$ cat config.mk
export PLATFORM = sky130hd
export DESIGN_NAME = life_ctrl_fsm
export DESIGN_NICKNAME = d
export VERILOG_FILES = /design/src/rtl/life_pkg.sv /design/src/rtl/life_ctrl_fsm_tick_divider.sv /design/src/rtl/life_ctrl_fsm.sv
export SDC_FILE = /design/constraint.sdc
export NUM_CORES = 1
export LEC_CHECK = 0
export ABC_AREA = 1
export BUFFER_PORTS_ARGS = -buffer_cell sky130_fd_sc_hd__buf_2
export CAP_MARGIN = 20
export CORE_MARGIN = 4
export CORE_UTILIZATION = 57
export CTS_CLUSTER_DIAMETER = 150
export DETAILED_ROUTE_END_ITERATION = 8
export GPL_TIMING_DRIVEN = 0
export PLACE_DENSITY = 0.85
export SKIP_LAST_GASP = 1
export SYNTH_ARGS = -nofsm -noshare
export SYNTH_HDL_FRONTEND = slang
export SYNTH_SLANG_ARGS = --single-unit
$ cat constraint.sdc
create_clock -name clk -period 2.25 [get_ports clk]
set_input_delay 0.45 -clock clk [delete_from_list [all_inputs] [get_ports clk]]
set_output_delay 0.45 -clock clk [all_outputs]
set_load 0.02 [all_outputs]
$ cat src/rtl/life_pkg.sv
// Shared definitions for the Game-of-Life controller slice.
// Holds the controller state encoding and the default parameter values
// used by life_ctrl_fsm.
package life_pkg;

    typedef enum logic [2:0] {
        IDLE,
        CLEAR,
        RAND,
        RUN,
        PAUSE,
        STEP,
        DONE
    } life_state_e;

    localparam int unsigned DEF_ROWS        = 16;
    localparam int unsigned DEF_RAND_CYCLES = 64;
    localparam int unsigned DEF_BASE_DIV    = 4;
    localparam int unsigned DEF_SPD_W       = 2;
    localparam int unsigned DEF_DIV_W       = 16;
    localparam int unsigned DEF_GEN_W       = 16;
    localparam int unsigned DEF_MAX_GENS    = 0;

endpackage

$ cat src/rtl/life_ctrl_fsm_tick_divider.sv
// Free-running rate counter for the RUN state.
// Ports:
//   clk, reset_n   clock, asynchronous active-low reset
//   clear_i        force the count to zero (held while not running)
//   enable_i       count this cycle
//   period_i       tick period in cycles (>= 1)
//   tick_o         high in the cycle the count reaches period_i-1
// The compare is >= so that shrinking period_i mid-count ticks at once
// instead of wrapping the whole counter range.
module tick_divider #(
    parameter int unsigned DIV_W = 16
) (
    input  logic             clk,
    input  logic             reset_n,
    input  logic             clear_i,
    input  logic             enable_i,
    input  logic [DIV_W-1:0] period_i,
    output logic             tick_o
);

    logic [DIV_W-1:0] cnt_q;
    logic [DIV_W-1:0] cnt_d;

    assign tick_o = enable_i && (cnt_q >= (period_i - DIV_W'(1)));

    always_comb begin
        cnt_d = cnt_q;
        if (clear_i) begin
            cnt_d = '0;
        end else if (enable_i) begin
            cnt_d = tick_o ? '0 : cnt_q + DIV_W'(1);
        end
    end

    always_ff @(posedge clk or negedge reset_n) begin
        if (!reset_n) begin
            cnt_q <= '0;
        end else begin
            cnt_q <= cnt_d;
        end
    end

endmodule

$ cat src/rtl/life_ctrl_fsm.sv
// Top-level sequencing controller for the Game-of-Life grid.
// Sequences grid clear, LFSR fill, free-run, pause, single-step and an
// optional generation limit.
// Ports:
//   clk, reset_n        clock, asynchronous active-low reset
//   clear_req           level: wipe the grid one row per cycle
//   randomize           level: fill the grid from the LFSR
//   start, pause        level: run / hold evolution
//   step                single step on each rising edge while paused
//   speed_sel           run period = BASE_DIV << speed_sel
//   clr_en, clr_row     row clear strobe and row address
//   rnd_en              shift LFSR into grid
//   gen_en              one-cycle advance-generation strobe
//   gen_count           generations since last clear/randomize (saturating)
//   running, done       state flags
//
// state | meaning
// IDLE  | waiting for clear, randomize or start
// CLEAR | wiping rows 0..ROWS-1, one per cycle, not interruptible
// RAND  | rnd_en held for RAND_CYCLES cycles, then PAUSE
// RUN   | free-run, gen_en once per period
// PAUSE | hold; start resumes, step edge single-steps
// STEP  | one gen_en, then back to PAUSE
// DONE  | generation limit reached; only clear/randomize leave
module life_ctrl_fsm
    import life_pkg::*;
#(
    parameter int unsigned ROWS        = DEF_ROWS,
    parameter int unsigned RAND_CYCLES = DEF_RAND_CYCLES,
    parameter int unsigned BASE_DIV    = DEF_BASE_DIV,
    parameter int unsigned SPD_W       = DEF_SPD_W,
    parameter int unsigned DIV_W       = DEF_DIV_W,
    parameter int unsigned GEN_W       = DEF_GEN_W,
    parameter int unsigned MAX_GENS    = DEF_MAX_GENS
) (
    input  logic                    clk,
    input  logic                    reset_n,
    input  logic                    clear_req,
    input  logic                    randomize,
    input  logic                    start,
    input  logic                    pause,
    input  logic                    step,
    input  logic [SPD_W-1:0]        speed_sel,
    output logic                    clr_en,
    output logic [$clog2(ROWS)-1:0] clr_row,
    output logic                    rnd_en,
    output logic                    gen_en,
    output logic [GEN_W-1:0]        gen_count,
    output logic                    running,
    output logic                    done
);

    localparam int unsigned ROW_W = $clog2(ROWS);
    localparam int unsigned RND_W = $clog2(RAND_CYCLES) + 1;
    localparam int unsigned GW1   = GEN_W + 1;

    life_state_e      state_q, state_d;
    logic [ROW_W-1:0] row_q, row_d;
    logic [RND_W-1:0] rnd_q, rnd_d;
    logic [GEN_W-1:0] gen_q, gen_d;
    logic [SPD_W-1:0] spd_q;
    logic             step_q;
    logic [DIV_W-1:0] period;
    logic             tick, gen_fire, limit_hit, step_rise, row_last, rnd_last;
    logic             go_clear, go_rand;

    // speed_sel is registered so gen_en depends only on flops.
    assign period = DIV_W'(BASE_DIV) << spd_q;

    tick_divider #(.DIV_W(DIV_W)) u_tick_div (
        .clk      (clk),
        .reset_n  (reset_n),
        .clear_i  (state_q != RUN),
        .enable_i (state_q == RUN),
        .period_i (period),
        .tick_o   (tick)
    );

    assign gen_fire  = (state_q == STEP) || tick;
    assign limit_hit = (MAX_GENS != 0) && gen_fire &&
                       (({1'b0, gen_q} + GW1'(1)) == GW1'(MAX_GENS));
    assign step_rise = step && !step_q;
    assign row_last  = (row_q == ROW_W'(ROWS - 1));
    assign rnd_last  = (rnd_q == RND_W'(RAND_CYCLES - 1));

    always_comb begin
        state_d = state_q;
        case (state_q)
            IDLE: begin
                if (clear_req)           state_d = CLEAR;
                else if (randomize)      state_d = RAND;
                else if (start && !pause) state_d = RUN;
            end
            CLEAR: begin
                if (row_last) state_d = IDLE;
            end
            RAND: begin
                if (clear_req)     state_d = CLEAR;
                else if (rnd_last) state_d = PAUSE;
            end
            RUN: begin
                if (clear_req)      state_d = CLEAR;
                else if (randomize) state_d = RAND;
                else if (limit_hit) state_d = DONE;
                else if (pause)     state_d = PAUSE;
            end
            PAUSE: begin
                if (clear_req)            state_d = CLEAR;
                else if (randomize)       state_d = RAND;
                else if (start && !pause) state_d = RUN;
                else if (step_rise)       state_d = STEP;
            end
            STEP: begin
                if (clear_req)      state_d = CLEAR;
                else if (randomize) state_d = RAND;
                else if (limit_hit) state_d = DONE;
                else                state_d = PAUSE;
            end
            DONE: begin
                if (clear_req)      state_d = CLEAR;
                else if (randomize) state_d = RAND;
            end
            default: state_d = IDLE;
        endcase
    end

    assign go_clear = (state_d == CLEAR) && (state_q != CLEAR);
    assign go_rand  = (state_d == RAND) && (state_q != RAND);

    always_comb begin
        row_d = ((state_q == CLEAR) && (state_d == CLEAR)) ? row_q + ROW_W'(1) : '0;
        rnd_d = ((state_q == RAND) && (state_d == RAND)) ? rnd_q + RND_W'(1) : '0;
        gen_d = gen_q;
        if (go_clear || go_rand) begin
            gen_d = '0;
        end else if (gen_fire && (gen_q != '1)) begin
            gen_d = gen_q + GEN_W'(1);
        end
    end

    always_ff @(posedge clk or negedge reset_n) begin
        if (!reset_n) begin
            state_q <= IDLE;
            row_q   <= '0;
            rnd_q   <= '0;
            gen_q   <= '0;
            spd_q   <= '0;
            step_q  <= 1'b0;
        end else begin
            state_q <= state_d;
            row_q   <= row_d;
            rnd_q   <= rnd_d;
            gen_q   <= gen_d;
            spd_q   <= speed_sel;
            step_q  <= step;
        end
    end

    assign clr_en    = (state_q == CLEAR);
    assign clr_row   = row_q;
    assign rnd_en    = (state_q == RAND);
    assign gen_en    = gen_fire;
    assign gen_count = gen_q;
    assign running   = (state_q == RUN);
    assign done      = (state_q == DONE);

endmodule
==> results.toml <==
[run_status]
status = "finished clean"

[sta]
clock.fmax_mhz = 469
setup_ws_ns = 0.116
rsz0062_at_grt = "yes"
hold_violations = 0
period_share_pct = 94.8
setup_violations = 0
fin_crit_ns = 2.13
skew_ns = 0.00781
final_max_slew_viol_count = 0

[finish]
fillers = 350
drive_above_1_share_pct = 22.7
area_delta_synth_final_pct = 17.0
num_antenna_cells = 0
fin_util_pct = 69.8
multi_input_area_sq_mm = 0.00125
final_area_sq_mm = 0.00306
regArea_sq_mm = 0.00123
nNetsFinal = 382

[placement]
port-buffer-count = 33
place_congestion = 0.866
hpwl_um = 3790
post-place-ws_ns = 0.288
place_area_sq_mm = 0.00288

[synthesis]
synth-edff-count = 0
ys_seq_elements = 49
syn_area_sq_mm = 0.00262
yosys_warnings = 0
yosysUniqueCellTypes = 32
synthTopCellsByCount = "nand2_1 (70), dfrtp_1 (49), nor2_1 (47), inv_1 (37), nand3_1 (22)"
ys_top_cells_by_area = "dfrtp_1 (47%), nand2_1 (10%), nor2_1 (6.7%)"
yosysSeqAreaShare_pct = 46.9
async_flop_share_pct = 100
synth_cells = 315
synth_area_per_cell_sq_um = 8.30
synth_top_area_cell = "dfrtp_1"
synthFlopType = "dfrtp_1"
synth_top_area_share_pct = 46.9
synth_most_common_cell = "nand2_1"

[clock_network]
clockBufferDepth = 2
cts_tree = "done"
clk_latency_ns = 0.30
numCtsBuffers = 5
htree_levels = 2
numClockSinks = 49
root_buffer = "clkbuf_8"
cts.clk_slew.worst_paths_ns = 0.09

[power]
power.internal_uw = 1680
ir_worst_vdd_uv = 603
p_sw_share_pct = 35.6
pwr-share-clk_pct = 28.2
p_switching_uw = 931
p_leak_uw = 0.00159
power_density_mw_per_mm2 = 855
seq_power_share_pct = 38.6
p_comb_share_pct = 33.2

[drt]
ant_nets = 0
vias_per_cell = 5.22
routedWlPerCell_um = 12.7
drt_pre_antenna_iters = 4
drc_errors = 0
drt_iter0_drc = 143
routed_wl_um = 5300
vias = 2182

[worst_setup_path]
cp.arrival_ns = 1.68
r2r-end = "gen_count[7]"
slowest_stage = "dfrtp_1"
rrSetupSlack_ns = 0.24
crit_type = "reg2out"
r2r-start = "gen_count[0]"
rr_worst_depth = 10
cp_max_fo = 4
startpoint_type = "flop"
endpoint_kind = "primary output"
required_ns = 1.80
worstPathCellList = "ha_1 > nand3_1 > nand3_1 > nand2_1 > nand3_1 > nand2_2 > nand2_4 > buf_6"
cpPeakStageDelay_ns = 0.43
path_common_cell = "nand3_1"

[run]
max_cap_viol_count = 0

[floorplan]
fp.dieH_um = 75.7
start_util_pct = 59.6
ios = 34
placementRows = 24
dieArea_sq_mm = 0.00574
coreArea_sq_mm = 0.00438
dieWidth_um = 75.7

[global_routing]
grt_usage_pct = 20.8
overflow = 0
grt_pass1_vias = 2169
grt_max_degree = 50
antenna_found_initial = 0
grt_pass1_wl_um = 9150

[min_path]
hp-class = "in2async"
[kinds of logic (layout without fill, tap and decap cells)]
group,count (synthesis),count (layout),synth area share [%]
simple gates,187,187,34.6
flops,49,49,46.9
buf+inv,42,85,6.94
compound gates,14,14,3.11
xor+xnor,13,13,4.35
fa+ha+maj,8,8,3.83
other cells,2,10,0.287
[cell usage in the layout (no fill, tap or decap), types with 8 or more instances in the layout]
cell type  netlist  layout
nand2_1         70      69
dfrtp_1         49      49
nor2_1          47      46
inv_1           37      37
buf_2            0      32
nand3_1         22      22
nor2_2          13      14
xor2_1          10      10
conb_1           2      10
nand2_2          8       8
nand4_1          8       8
ha_1             8       8
[layout make-up]
type                            count  area share (%)
Multi-Input combinational cell    232            41.0
Sequential cell                    49            40.1
Timing Repair Buffer               35            6.50
Inverter                           39            4.78
Clock buffer                        5            2.25
Clock inverter                      3            2.13
Tap cell                           52            2.13
Buffer                              3            1.14
[worst max-delay path: cells and delay by family, from the launching register on]
kind | cells | cell delay, ns
and+or+nand+nor | 6 | 0.49
DFF | 1 | 0.43
adders and majority gates | 1 | 0.32
buffers and inverters | 1 | 0.14
[state kept, by name, indices dropped and copies added, names as in the netlist]
register          cells
clr_row               4
gen_count            16
rnd_q                 7
spd_q                 2
state_q               3
step_q                1
u_tick_div.cnt_q     16
[power by group through the flow]
| stage | combinational, uW | sequential, uW | clock (uW) |
|---|---|---|---|
| global placement | 817 | 1020 | 0 |
| global route | 959 | 1020 | 786 |
| CTS | 842 | 1010 | 744 |
| detailed placement | 836 | 1030 | 0 |
| floorplan | 579 | 1060 | 0 |
| finish | 869 | 1010 | 737 |
[worst max-delay path by stage]
stage	start	depth (start not counted)	end	slack (ns)
2_1_floorplan	gen_count[0]	10	gen_count[7]	0.39
3_3_place_gp	u_tick_div.cnt_q[3]	10	gen_count[14]	0.33
6_report	u_tick_div.cnt_q[3]	8	gen_en	0.12
4_1_cts	spd_q[1]	9	gen_en	0.06
5_1_grt	spd_q[0]	9	gen_en	-0.02
3_5_place_dp	gen_count[0]	10	gen_count[7]	0.29
[per-stage QoR]
stage	total power [uW]	hold WS [ns]	TNS (ns)	cells
floorplan	1640	0.154	0	323
global route	2770	0.0698	-0.0161	418
global placement	1840	0.450	0	408
detailed placement	1860	0.456	0	408
CTS	2590	0.243	0	416
finish	2620	0.0563	0	418
[repair_timing]
| action | in CTS | in global routing |
|---|---|---|
| hold buffers | 0 | 0 |
| hold endpoints to repair | 0 | 0 |
| setup buffers | 0 | 1 |
| setup endpoints to repair | 0 | 1 |
| resized for setup | 0 | 6 |
[routing by layer]
layer  up-vias  wire length (um)  track usage, %
li1       1083                 -               -
met1      1032              2270            25.2
met2        56              2700            37.0
met3        11               232            4.49
met4         0                97            6.21
met5         -                 0               0
Note: power is estimated with default switching activity, not from simulation.
